### src/rtl/slime_anim_pkg.sv
// Shared types and defaults for the slime death-animation block.
package slime_anim_pkg;

  typedef enum logic [1:0] {
    IDLE  = 2'd0,
    DYING = 2'd1,
    DONE  = 2'd2
  } slime_anim_state_e;

  localparam int COORD_W        = 10;
  localparam int POS_W          = COORD_W + 1;
  localparam int DEF_SPRITE_W   = 32;
  localparam int DEF_SPRITE_H   = 16;
  localparam int DEF_TILE_SHIFT = 4;

endpackage

### src/rtl/slime_death_chan.sv
// One slime corpse: FSM, tick/frame counters, position latch and pixel hit test.
module slime_death_chan
  import slime_anim_pkg::*;
#(
  parameter int NUM_FRAMES   = 5,
  parameter int TICKS_PER_FR = 8,
  parameter int SPRITE_W     = DEF_SPRITE_W,
  parameter int SPRITE_H     = DEF_SPRITE_H,
  parameter int TILE_SHIFT   = DEF_TILE_SHIFT,
  parameter int HOLD_LAST    = 1,
  localparam int FW = (NUM_FRAMES > 1) ? $clog2(NUM_FRAMES) : 1,
  localparam int TW = (TICKS_PER_FR > 1) ? $clog2(TICKS_PER_FR) : 1
) (
  input  logic               frame_clk,
  input  logic               RESET,
  input  logic [COORD_W-1:0] draw_x,
  input  logic [COORD_W-1:0] draw_y,
  input  logic [COORD_W-1:0] row,
  input  logic [COORD_W-1:0] col,
  input  logic               dead,
  input  logic               respawn,
  output logic [FW-1:0]      frame,
  output logic               display,
  output logic               anim_done,
  output logic               hit
);

  slime_anim_state_e state, state_nx;
  logic [TW-1:0]    tick, tick_nx;
  logic [FW-1:0]    frame_nx;
  logic [POS_W-1:0] pos_x, pos_y, pos_x_nx, pos_y_nx;
  logic [POS_W-1:0] px, py;

  always_ff @(posedge frame_clk or posedge RESET) begin
    if (RESET) begin
      state <= IDLE;
      tick  <= '0;
      frame <= '0;
      pos_x <= '0;
      pos_y <= '0;
    end else begin
      state <= state_nx;
      tick  <= tick_nx;
      frame <= frame_nx;
      pos_x <= pos_x_nx;
      pos_y <= pos_y_nx;
    end
  end

  always_comb begin
    state_nx = state;
    tick_nx  = tick;
    frame_nx = frame;
    pos_x_nx = pos_x;
    pos_y_nx = pos_y;
    // respawn wins over a simultaneous dead; dead is seen again next tick
    if (respawn) begin
      state_nx = IDLE;
      tick_nx  = '0;
      frame_nx = '0;
    end else begin
      case (state)
        IDLE: begin
          if (dead) begin
            state_nx = DYING;
            tick_nx  = '0;
            frame_nx = '0;
            pos_x_nx = POS_W'({1'b0, col} << TILE_SHIFT);
            pos_y_nx = POS_W'({1'b0, row} << TILE_SHIFT);
          end
        end
        DYING: begin
          if (tick == TW'(TICKS_PER_FR - 1)) begin
            tick_nx = '0;
            if (frame == FW'(NUM_FRAMES - 1)) state_nx = DONE;
            else frame_nx = frame + FW'(1);
          end else begin
            tick_nx = tick + TW'(1);
          end
        end
        DONE:    state_nx = DONE;
        default: state_nx = IDLE;
      endcase
    end
  end

  assign display   = (state == DYING) || ((state == DONE) && (HOLD_LAST != 0));
  assign anim_done = (state == DONE);

  // 11-bit compare keeps sprites at the right/bottom edge from wrapping to 0
  assign px  = {1'b0, draw_x};
  assign py  = {1'b0, draw_y};
  assign hit = display
             && (px >= pos_x) && (px < pos_x + POS_W'(SPRITE_W))
             && (py >= pos_y) && (py < pos_y + POS_W'(SPRITE_H));

endmodule

### src/rtl/slime_death_anim.sv
// Death-animation controller for N_SLIME slimes plus corpse-pixel priority encoder.
// Optional respawn input enabled by defining SLIME_RESPAWN_EN.
module slime_death_anim
  import slime_anim_pkg::*;
#(
  parameter int N_SLIME      = 3,
  parameter int NUM_FRAMES   = 5,
  parameter int TICKS_PER_FR = 8,
  parameter int SPRITE_W     = DEF_SPRITE_W,
  parameter int SPRITE_H     = DEF_SPRITE_H,
  parameter int TILE_SHIFT   = DEF_TILE_SHIFT,
  parameter int HOLD_LAST    = 1,
  localparam int FW = (NUM_FRAMES > 1) ? $clog2(NUM_FRAMES) : 1,
  localparam int IW = (N_SLIME > 1) ? $clog2(N_SLIME) : 1
) (
  input  logic               frame_clk,
  input  logic               RESET,
  input  logic [COORD_W-1:0] DrawX,
  input  logic [COORD_W-1:0] DrawY,
  input  logic [COORD_W-1:0] slim_row [N_SLIME],
  input  logic [COORD_W-1:0] slim_col [N_SLIME],
  input  logic [N_SLIME-1:0] dead,
`ifdef SLIME_RESPAWN_EN
  input  logic [N_SLIME-1:0] respawn,
`endif
  output logic [N_SLIME-1:0] slimDeadOn,
  output logic [FW-1:0]      frame [N_SLIME],
  output logic [N_SLIME-1:0] display,
  output logic [N_SLIME-1:0] anim_done,
  output logic               any_on,
  output logic [IW-1:0]      on_idx
);

  logic [N_SLIME-1:0] respawn_int;

`ifdef SLIME_RESPAWN_EN
  assign respawn_int = respawn;
`else
  assign respawn_int = '0;
`endif

  for (genvar i = 0; i < N_SLIME; i++) begin : g_chan
    slime_death_chan #(
      .NUM_FRAMES  (NUM_FRAMES),
      .TICKS_PER_FR(TICKS_PER_FR),
      .SPRITE_W    (SPRITE_W),
      .SPRITE_H    (SPRITE_H),
      .TILE_SHIFT  (TILE_SHIFT),
      .HOLD_LAST   (HOLD_LAST)
    ) u_chan (
      .frame_clk(frame_clk),
      .RESET    (RESET),
      .draw_x   (DrawX),
      .draw_y   (DrawY),
      .row      (slim_row[i]),
      .col      (slim_col[i]),
      .dead     (dead[i]),
      .respawn  (respawn_int[i]),
      .frame    (frame[i]),
      .display  (display[i]),
      .anim_done(anim_done[i]),
      .hit      (slimDeadOn[i])
    );
  end

  // descending scan so the lowest hitting index is the one that sticks
  always_comb begin
    any_on = |slimDeadOn;
    on_idx = '0;
    for (int i = N_SLIME - 1; i >= 0; i--) begin
      if (slimDeadOn[i]) on_idx = IW'(i);
    end
  end

endmodule

### config.mk
export PLATFORM = sky130hd
export DESIGN_NAME = slime_death_anim
export DESIGN_NICKNAME = d
export VERILOG_FILES = /design/src/rtl/slime_anim_pkg.sv /design/src/rtl/slime_death_chan.sv /design/src/rtl/slime_death_anim.sv
export SDC_FILE = /design/constraint.sdc
export NUM_CORES = 1
export LEC_CHECK = 0
export CAP_MARGIN = 5
export CELL_PAD_IN_SITES_DETAIL_PLACEMENT = 1
export CELL_PAD_IN_SITES_GLOBAL_PLACEMENT = 1
export CORE_ASPECT_RATIO = 0.9
export CORE_MARGIN = 8
export CORE_UTILIZATION = 36
export CTS_CLUSTER_DIAMETER = 100
export DETAILED_ROUTE_END_ITERATION = 12
export HOLD_SLACK_MARGIN = 0.1
export PLACE_DENSITY_LB_ADDON = 0.1
export SETUP_SLACK_MARGIN = 0.05
export SKIP_LAST_GASP = 1
export SYNTH_ARGS = -nofsm -noshare
export SYNTH_HDL_FRONTEND = slang
export SYNTH_SLANG_ARGS = --single-unit
### constraint.sdc
create_clock -name frame_clk -period 2.4 [get_ports frame_clk]
set_input_delay 0.36 -clock frame_clk [delete_from_list [all_inputs] [get_ports frame_clk]]
set_output_delay 0.36 -clock frame_clk [all_outputs]
set_load 0.05 [all_outputs]
==> run summary, run 1 <==
Starting Density: 36.6%
largest net degree at the start of global routing: 67
DP Wirelength: 11.6 mm
initial antenna violation count: 1
Async SR Flop Fraction: 100%
Synth area leaders: dfrtp_1, ha_1, mux2_2, inv_1, xnor2_1
power density over the cells: 1230 nW/um2
Post-Syn Nets: 681
failing checks: setup timing
Arr. time, crit path: 2660 ps
CTS tree: yes
Layout fillers: 1541
leading cell types by count after synthesis: ha_1, dfrtp_1, inv_1
Final WS setup: -615 ps
vias in the first global route: 4822
Worst Tran Pin Value: 663 ps
Top Usage Layer GRT: met2
Core Area: 14000 um2
capturing point of the worst reg2reg path: g_chan[2].u_chan.pos_x[4]$_DFFE_PP0P_
Clock Latency Late Sink: 340 ps
CP endpoint kind: output port
post-synth top area share: 32.3%
Syn Area/Cell: 10.2 um2
Initial DRC Count: 102
GR Util met2: 29.5%
wirelength, routed: 14.8 mm
Syn Std Cell Area: 5110 um2
Crit path max-delay family: buffers and inverters
width of the die: 142 um
RR Startpoint: g_chan[2].u_chan.state[1]$_DFFE_PP0P_
maximum net fanout on the critical path: 4
Yosys cell types: 50
first-pass GRT wire length: 23.7 mm
clock skew: 4.09 ps
Rows: 41
Global Route met3 Usage: 4.19%
CP Class: primary input to output port
R2R setup slack: 670 ps
overall routing resource usage: 16.5%
Synth Register Bits: 66
synthesis warning total: 0
GPL Wtd Cong: 0.812
drt drc: 0
number of H-tree levels: 3
Worst Path Buf+Inv: 2
HP Class: primary input to asynchronous set/reset pin
Worst Setup SP: DrawX[7]
Worst Path Required: 2040 ps
GRT Residual Overflow: 0
Port Buffers: 87
routed vias: 4337
most frequent cell after synthesis: ha_1
sequential fraction of the synthesis area: 32.3%
Routed WL per cell: 17.1 um
M1 GR Usage: 18.9%
outcome: complete, but fails checks
FF-to-FF path depth: 4
area grow syn2layout: 45.9%
Post-Synthesis Cells: 500
via/cell ratio: 5.01
Pleak: 3.45 nW
cts hold-fix bufs: 0
setup violators final: 6
endpoints failing hold: 0
minimum clock period: 3020 ps
worst vdd ir: 683 uV
crit-path max cell delay: 520 ps
fmax: 0.332 GHz
fraction of layout cells with a size suffix above 1: 28.3%
die area: 18300 um2
CP max-delay cell: clkdlybuf4s50_1
clock sink total: 66
dominant cell type by area after synthesis: dfrtp_1
Die H: 129 um
top_reg_cell synth: dfrtp_1
worst-path cell chain: clkdlybuf4s50_1, ha_1, a21o_1, a221oi_1, o21ai_1, nand4_1, a311oi_4, or3b_4, buf_12
crit start category: primary input
RSZ-0062 raised after global routing: true
setup_tns: -3360 ps
Worst-path clk slew: 60 ps
Post-synth EDFFs: 0
Final Cycle Share: 126%
Nets: 847
DRT Pass-1 Iters: 4
Slew headroom: 55.7%
clock root cell: clkbuf_16
I/O pins: 106
TritonCTS buffer count: 9
post-route ant nets: 0
# Max-Cap Violations: 0
Final Slew Violations: 0
final hold slack: 435 ps
CTS Buffer Depth: 2
worst max-delay path by stage:
stage | endpoint | slack, ps | cells after the start
2_1_floorplan | on_idx[1] | -130 | 9
3_3_place_gp | on_idx[1] | -710 | 10
3_5_place_dp | on_idx[1] | -840 | 10
4_1_cts | on_idx[1] | -660 | 10
5_1_grt | on_idx[1] | -760 | 11
6_report | any_on | -620 | 9
power by group:
group	internal (mW)	switching, mW
Sequential	1.60	0.419
Clock	1.07	0.516
Combinational	2.78	2.79
metal layers:
metal,up-vias,part of all wire [%]
met5,-,0
met4,0,1.1
met3,10,4.2
met2,74,52
met1,2132,43
li1,2121,-
kinds of logic after synthesis:
group | share of synthesized area (%)
AND/OR/NAND/NOR | 10.6
adder cells (fa/ha/maj) | 23.5
AO/OA/AOI/OAI | 13.2
buffers and inverters | 6.02
flip-flops | 32.3
multiplexers | 9.92
XOR/XNOR | 4.46
state kept, by name, summed over array words and instances, names as in the netlist:
signal and cells:
g_chan.u_chan.pos_x 21, g_chan.u_chan.pos_y 21, g_chan.u_chan.frame 9, g_chan.u_chan.tick 9
g_chan.u_chan.state 6
layout make-up:
cell class / count / area [um2] / area share (%)
clock buffers: 12 / 256 / 3.44
flip-flops and latches: 66 / 1650 / 22.2
inverters: 59 / 224 / 3.00
multi-input cells: 361 / 3400 / 45.6
diodes: 1 / 2.50 / 0.0336
clock inverters: 4 / 97.6 / 1.31
well taps: 193 / 241 / 3.24
repair buffers: 169 / 1580 / 21.2
worst reg2reg max path: stages, from the launching register on:
cell	delay [ps]
dfrtp_1	380
inv_1	100
ha_1	240
nand2_1	430
mux2_1	470
through the flow:
step           setup slack, ps  total power, mW  cells  util, %  instance area [um2]
3_5_place_dp              -837             7.17    837     48.9                 6820
3_3_place_gp              -712             6.89    837     48.9                 6820
6_report                  -615             9.17    865     53.4                 7460
2_1_floorplan             -132             5.34    500        -                 5200
4_1_cts                   -659             8.99    859     52.1                 7280
5_1_grt                   -756             9.94    865     53.4                 7460
layout by cell type, fill, tap and decap left out, drive strengths merged, types with 3 or more instances in the layout:
cell type and n:
a21o 4, a21oi 16, a22o 11, a311oi 5, a32o 7, buf 89
bufinv 3, clkbuf 12, clkdlybuf4s50 75, dfrtp 66, dlymetal6s2s 3, ha 96
inv 58, mux2 45, nand2 22, nand2b 3, nand3 33, nor2 10
nor2b 12, nor3 11, o211ai 4, o21a 3, o21ai 25, xnor2 24
what timing repair did:
action | CTS | global route
gates cloned | 0 | 0
buffers inserted | 6 | 5
resized for setup | 16 | 30
pin swaps | 10 | 20
setup endpoints to repair | 6 | 7
Power figures use the tool's default switching activity.
==> run 2, diff against run 1 <==
--- a/config.mk
+++ b/config.mk
@@ -5,14 +5,17 @@
 export SDC_FILE = /design/constraint.sdc
 export NUM_CORES = 1
 export LEC_CHECK = 0
+export ABC_AREA = 1
+export ABC_CLOCK_PERIOD_IN_PS = 2400
 export CAP_MARGIN = 5
 export CELL_PAD_IN_SITES_DETAIL_PLACEMENT = 1
 export CELL_PAD_IN_SITES_GLOBAL_PLACEMENT = 1
 export CORE_ASPECT_RATIO = 0.9
 export CORE_MARGIN = 8
-export CORE_UTILIZATION = 36
+export CORE_UTILIZATION = 42
 export CTS_CLUSTER_DIAMETER = 100
 export DETAILED_ROUTE_END_ITERATION = 12
+export DONT_BUFFER_PORTS = 1
 export HOLD_SLACK_MARGIN = 0.1
 export PLACE_DENSITY_LB_ADDON = 0.1
 export SETUP_SLACK_MARGIN = 0.05
==> run 2 against run 1 <==
  * First-iteration DRC count up 45%
  * Critical endpoint is now on_idx[1]
  * Synthesized area is 6.3% higher
  * Global-route usage grew 2.2 points
  * The run still ends with setup timing left
  * Sequential power down 45%
  * Register-to-register slack worse by 60 ps
  * Sequential share of layout area grew 3.7 points
  * Core utilization decreased by 3.0 points
  * Total power is 71% lower
  * Final area decreased by 14%
  * Combinational power down 97%
  * Clock skew up 1.9 ps
==> run summary, run 2 <==
die area: 16800 um2
maximum net fanout on the critical path: 2
Worst-path clk slew: 60 ps
Yosys cell types: 39
Syn Area/Cell: 7.83 um2
Arr. time, crit path: 2410 ps
failing checks: setup timing
Starting Density: 42.8%
Routed WL per cell: 17.0 um
Slew headroom: 58.3%
setup violators final: 6
area grow syn2layout: 17.7%
synthesis warning total: 0
Final Cycle Share: 115%
# Max-Cap Violations: 0
Int Pwr: 2.01 mW
Synth Register Bits: 66
net switching power figure: 617 uW
vias in the first global route: 5093
Rows: 39
GPL Wtd Cong: 0.848
final hold slack: 165 ps
CP endpoint kind: output port
sequential fraction of the synthesis area: 30.4%
minimum clock period: 2770 ps
via/cell ratio: 5.23
setup_tns: -1840 ps
initial antenna violation count: 0
drt drc: 0
Non-Filler Instances: 891
# diodes: 0
Port Buffers: 0
Final Slew Violations: 0
post-route ant nets: 0
Die H: 124 um
overall routing resource usage: 18.7%
RSZ-0062 raised after global routing: true
first-pass GRT wire length: 24.9 mm
CTS Buffer Depth: 2
commonest non-fill, non-tap cells in the layout: inv_1, nand2_1, ha_1
Synth area leaders: dfrtp_1, ha_1, inv_1, nand2_1, a21oi_1
fraction of layout cells with a size suffix above 1: 16.1%
Pleak: 3.46 nW
HP Class: primary input to flip-flop
Final WS setup: -366 ps
Nets: 903
clock skew: 5.95 ps
Async SR Flop Fraction: 100%
routed vias: 4662
Post-Synthesis Cells: 694
power density over the cells: 411 nW/um2
CP Class: flip-flop to output port
Initial DRC Count: 148
top flop regs: g_chan.u_chan.pos_x (21), g_chan.u_chan.pos_y (21)
DRT Pass-1 Iters: 4
top_reg_cell synth: dfrtp_1
I/O pins: 106
clock sink total: 66
Worst Path Required: 2040 ps
worst vdd ir: 461 uV
DP Wirelength: 11.9 mm
switch share: 23.5%
Post-Syn Nets: 875
most frequent cell after synthesis: inv_1
Clock Latency Late Sink: 340 ps
fmax: 0.362 GHz
register share of total power: 42.4%
endpoints failing hold: 0
largest net degree at the start of global routing: 42
leading cell types by count after synthesis: inv_1, nand2_1, ha_1
Post-synth EDFFs: 0
placed insts: 871
TritonCTS buffer count: 9
dominant cell type by area after synthesis: dfrtp_1
Core Area: 12700 um2
crit start category: flip-flop
number of H-tree levels: 3
post-synth top area share: 30.4%
CTS tree: yes
worst slack, placed: -66.5 ps
wirelength, routed: 15.2 mm
width of the die: 136 um
Clk pwr share: 51.0%
Gate power share: 6.7%
outcome: complete, but fails checks
Syn Std Cell Area: 5430 um2
Worst Tran Pin Value: 625 ps
GRT Residual Overflow: 0
clock root cell: clkbuf_16
run 2: cell count changes after synthesis, sizes merged, moves of 15 or more:
cell	delta
inv	+56
nand2	+85
mux2	-41
a21oi	+51
nor2	+55
xnor2	-17
xor2	+17
nand3	+15
run 2: per-layer routing:
layer  track usage, %  vias up  wire length (um)
li1                 -     2323                 -
met1             21.4     2262              6490
met2             33.4       69              7790
met3             5.36        8               717
met4             5.07        0               159
met5                0        -                 0
run 2: metrics by stage:
stage / utilization (%) / total power, mW / area (um2)
2_1_floorplan: - / 1.25 / 5440
3_3_place_gp: 46.1 / 1.29 / 5840
3_5_place_dp: 46.1 / 1.30 / 5840
4_1_cts: 49.2 / 2.66 / 6240
5_1_grt: 50.4 / 2.73 / 6390
6_report: 50.4 / 2.63 / 6390
run 2: layout make-up:
cell class | count | area (um2)
clock buffer | 11 | 243
clock inverter | 5 | 53.8
fill | 1553 | 6290
inverter | 114 | 428
multi-input combinational | 498 | 3470
sequential | 66 | 1660
tap | 164 | 205
timing repair buffer | 33 | 333
run 2: final timing paths:
kind	slack (ps)	from	endpoint	cells after the start
worst max register to register	610	g_chan[0].u_chan.state[1]$_DFFE_PP0P_	g_chan[0].u_chan.frame[2]$_DFFE_PP0P_	11
worst min register to register	510	g_chan[0].u_chan.pos_x[4]$_DFFE_PP0P_	g_chan[0].u_chan.pos_x[4]$_DFFE_PP0P_	1
worst min-delay path	170	slim_col[10]	g_chan[1].u_chan.pos_x[4]$_DFFE_PP0P_	1
max in group asynchronous	1160	RESET	g_chan[2].u_chan.pos_y[6]$_DFFE_PP0P_	3
worst max-delay path	-370	g_chan[2].u_chan.pos_y[4]$_DFFE_PP0P_	on_idx[1]	15
min in group asynchronous	560	RESET	g_chan[0].u_chan.tick[2]$_DFFE_PP0P_	2
run 2: cell families (layout without fill, tap and decap cells):
| family | count (synthesis) | after routing | share of synthesized area, % |
|---|---|---|---|
| AOI/OAI and AO/OA | 113 | 113 | 11.2 |
| DFF | 66 | 66 | 30.4 |
| and+or+nand+nor | 259 | 259 | 21.7 |
| xor gates and xnor gates | 26 | 26 | 4.19 |
| adders and majority gates | 96 | 96 | 22.1 |
| muxes | 4 | 4 | 0.829 |
| buffers and inverters | 130 | 163 | 9.62 |
run 2: timing repair:
item,in CTS,in global routing
endpoints found under the hold margin,25,0
hold buffers,1,0
cloned,0,0
resized for setup,17,30
endpoints found under the setup margin,6,6
pin swaps,14,18
buffers inserted,2,1
run 2: worst max-delay path, stage by stage (launching register included):
cell,delay [ps]
dfrtp_1,410
ha_4,200
xnor2_2,130
ha_1,320
a21oi_2,120
nand2_1,60
nand2_1,60
nand2_1,60
nand2_1,60
nand2_1,60
nand2_1,70
nand3_2,80
nor2_4,100
nand2_2,80
nor2_4,110
buf_12,140
run 2: power by group through the flow:
stage / Sequential (mW) / Combinational, mW / Clock, mW
2_1_floorplan: 1.13 / 0.120 / 0
3_3_place_gp: 1.13 / 0.154 / 0
3_5_place_dp: 1.13 / 0.166 / 0
4_1_cts: 1.11 / 0.172 / 1.38
5_1_grt: 1.11 / 0.205 / 1.41
6_report: 1.11 / 0.176 / 1.34
==> run 3, diff against run 2 <==
--- a/config.mk
+++ b/config.mk
@@ -13,6 +13,7 @@
 export CORE_ASPECT_RATIO = 0.9
 export CORE_MARGIN = 8
 export CORE_UTILIZATION = 42
+export CTS_BUF_LIST = sky130_fd_sc_hd__clkbuf_8
 export CTS_CLUSTER_DIAMETER = 100
 export DETAILED_ROUTE_END_ITERATION = 12
 export DONT_BUFFER_PORTS = 1
==> run 3 against run 2 <==
  * The flow still finishes with violations (setup timing)
  * Fmax shrank 1.0%
  * Sequential power about the same
  * Critical path depth stayed put
  * First-iteration DRC count rose by 9.5%
  * Non-clock buffer count is the same
  * Die area unchanged
  * Via count decreased by 0.43%
  * Total power is 14% lower
  * Final cell count stayed put
  * Final area decreased by 2.2%
==> run summary, run 3 (synthesized netlist as in run 2, its figures left out) <==
outcome: complete, but fails checks
failing checks: setup timing
register share of total power: 49.4%
fmax: 0.358 GHz
Pleak: 3.41 nW
endpoints failing hold: 0
Port Buffers: 0
initial antenna violation count: 0
commonest non-fill, non-tap cells in the layout: inv_1, nand2_1, ha_1
setup violators final: 6
final hold slack: 140 ps
FF/Latch Area: 1650 um2
FF-to-FF path depth: 7
hold endpoint: g_chan[1].u_chan.pos_x[4]$_DFFE_PP0P_
power density over the cells: 360 nW/um2
CP Class: flip-flop to output port
Arr. time, crit path: 2430 ps
CTS Buffer Depth: 2
overall routing resource usage: 18.3%
Non-Filler Instances: 891
Int Pwr: 1.68 mW
worst vdd ir: 340 uV
width of the die: 136 um
Hold Crit Start: slim_col[10]
worst-path cell chain: ha_4, xnor2_2, ha_1, a21oi_2, nand2_1, nand2_1, nand2_1, nand2_1, nand2_1, nand2_1, nand3_2, nor2_4, nand2_4, nor2_4, buf_12
CP most frequent cell: nand2_1
Core Area: 12700 um2
net switching power figure: 571 uW
wirelength, routed: 14.8 mm
post-route ant nets: 0
drt drc: 0
hold path depth: 1
CP max-delay cell: dfrtp_1
Rows: 39
fin util: 49.3%
CP endpoint kind: output port
minimum clock period: 2790 ps
clock sink total: 66
Layout fillers: 1575
HP Class: primary input to flip-flop
cell area after layout: 6250 um2
via/cell ratio: 5.21
Initial DRC Count: 162
crit-path max cell delay: 420 ps
capturing point of the worst reg2reg path: g_chan[2].u_chan.frame[2]$_DFFE_PP0P_
Slew headroom: 59.6%
placed insts: 871
area of the multi-input gates: 3430 um2
Final Cycle Share: 116%
I/O pins: 106
Clk pwr share: 42.9%
routed vias: 4642
GPL Wtd Cong: 0.848
fraction of layout cells with a size suffix above 1: 14.7%
top flop regs: g_chan.u_chan.pos_x (21), g_chan.u_chan.pos_y (21)
Placed Area: 5840 um2
clock root cell: clkbuf_8
number of H-tree levels: 3
Routed WL per cell: 16.6 um
DRT Pass-1 Iters: 4
Die H: 124 um
Worst Path Required: 2040 ps
RSZ-0062 raised after global routing: true
area grow syn2layout: 15.0%
Clock Latency Late Sink: 370 ps
Gate power share: 7.7%
clock skew: 8.46 ps
DP Wirelength: 11.9 mm
Worst-path clk slew: 70 ps
Worst Path Buf+Inv: 1
switch share: 25.4%
R2R setup slack: 640 ps
die area: 16800 um2
worst slack, placed: -66.5 ps
Crit path max-delay family: simple AND/OR/NAND/NOR gates
GRT Residual Overflow: 0
crit start category: flip-flop
first-pass GRT wire length: 24.6 mm
RR Startpoint: g_chan[2].u_chan.frame[0]$_DFFE_PP0P_
Final Slew Violations: 0
Final WS setup: -394 ps
# diodes: 0
maximum net fanout on the critical path: 2
setup_tns: -2080 ps
Nets: 903
Design Power: 2.25 mW
Starting Density: 42.8%
largest net degree at the start of global routing: 42
vias in the first global route: 5011
CTS tree: yes
Worst Tran Pin Value: 605 ps
# Max-Cap Violations: 0
most common cell after layout, fill and taps aside: inv_1
TritonCTS buffer count: 9
[run 3: cell types whose count changed in the layout (fill, tap and decap cells not counted), moves of 2 or more]
cell,change
dfrtp_1,+3
a21oi_1,+3
dfrtp_2,-3
clkbuf_8,+9
nand3_1,+3
a21oi_2,-3
nand3_2,-2
clkbuf_16,-9
[run 3: final cells by class]
cell class	count	area share, %
well taps	164	3.28
inverters	114	6.85
clock buffers	10	2.20
flip-flops and latches	66	26.4
repair buffers	33	5.38
clock inverters	6	0.921
multi-input cells	498	54.9
[run 3: routing by layer]
layer / wire length, um / track usage, % / share of wire [%]
met1: 6490 / 21.5 / 44
met3: 634 / 4.35 / 4.3
met5: 0 / 0 / 0
met2: 7520 / 32.9 / 51
met4: 166 / 5.35 / 1.1
[run 3: repair_timing]
action,4_1_cts,5_1_grt
endpoints found under the hold margin,25,0
endpoints found under the setup margin,6,6
pin swaps,20,14
gates resized for setup,17,21
hold buffers,1,0
setup buffers,2,1
[run 3: worst max path at each step]
stage                                                     start        end  slack, ps  depth (start not counted)
after floorplan           g_chan[1].u_chan.pos_y[4]$_DFFE_PP0P_  on_idx[0]        -10                         11
after global placement    g_chan[2].u_chan.pos_y[4]$_DFFE_PP0P_  on_idx[1]        -10                         15
after detailed placement  g_chan[2].u_chan.pos_y[4]$_DFFE_PP0P_  on_idx[1]        -70                         16
after CTS                 g_chan[2].u_chan.pos_y[4]$_DFFE_PP0P_  on_idx[1]       -400                         15
after global routing      g_chan[2].u_chan.pos_y[4]$_DFFE_PP0P_  on_idx[1]       -570                         14
final                     g_chan[2].u_chan.pos_y[4]$_DFFE_PP0P_  on_idx[1]       -390                         15
[run 3: power groups by stage]
stage               sequential (mW)  combinational (mW)  clock, mW
global placement               1.13               0.154          0
detailed placement             1.13               0.166          0
finish                         1.11               0.173      0.966
floorplan                      1.13               0.120          0
global route                   1.11               0.203       1.04
CTS                            1.11               0.171       1.01
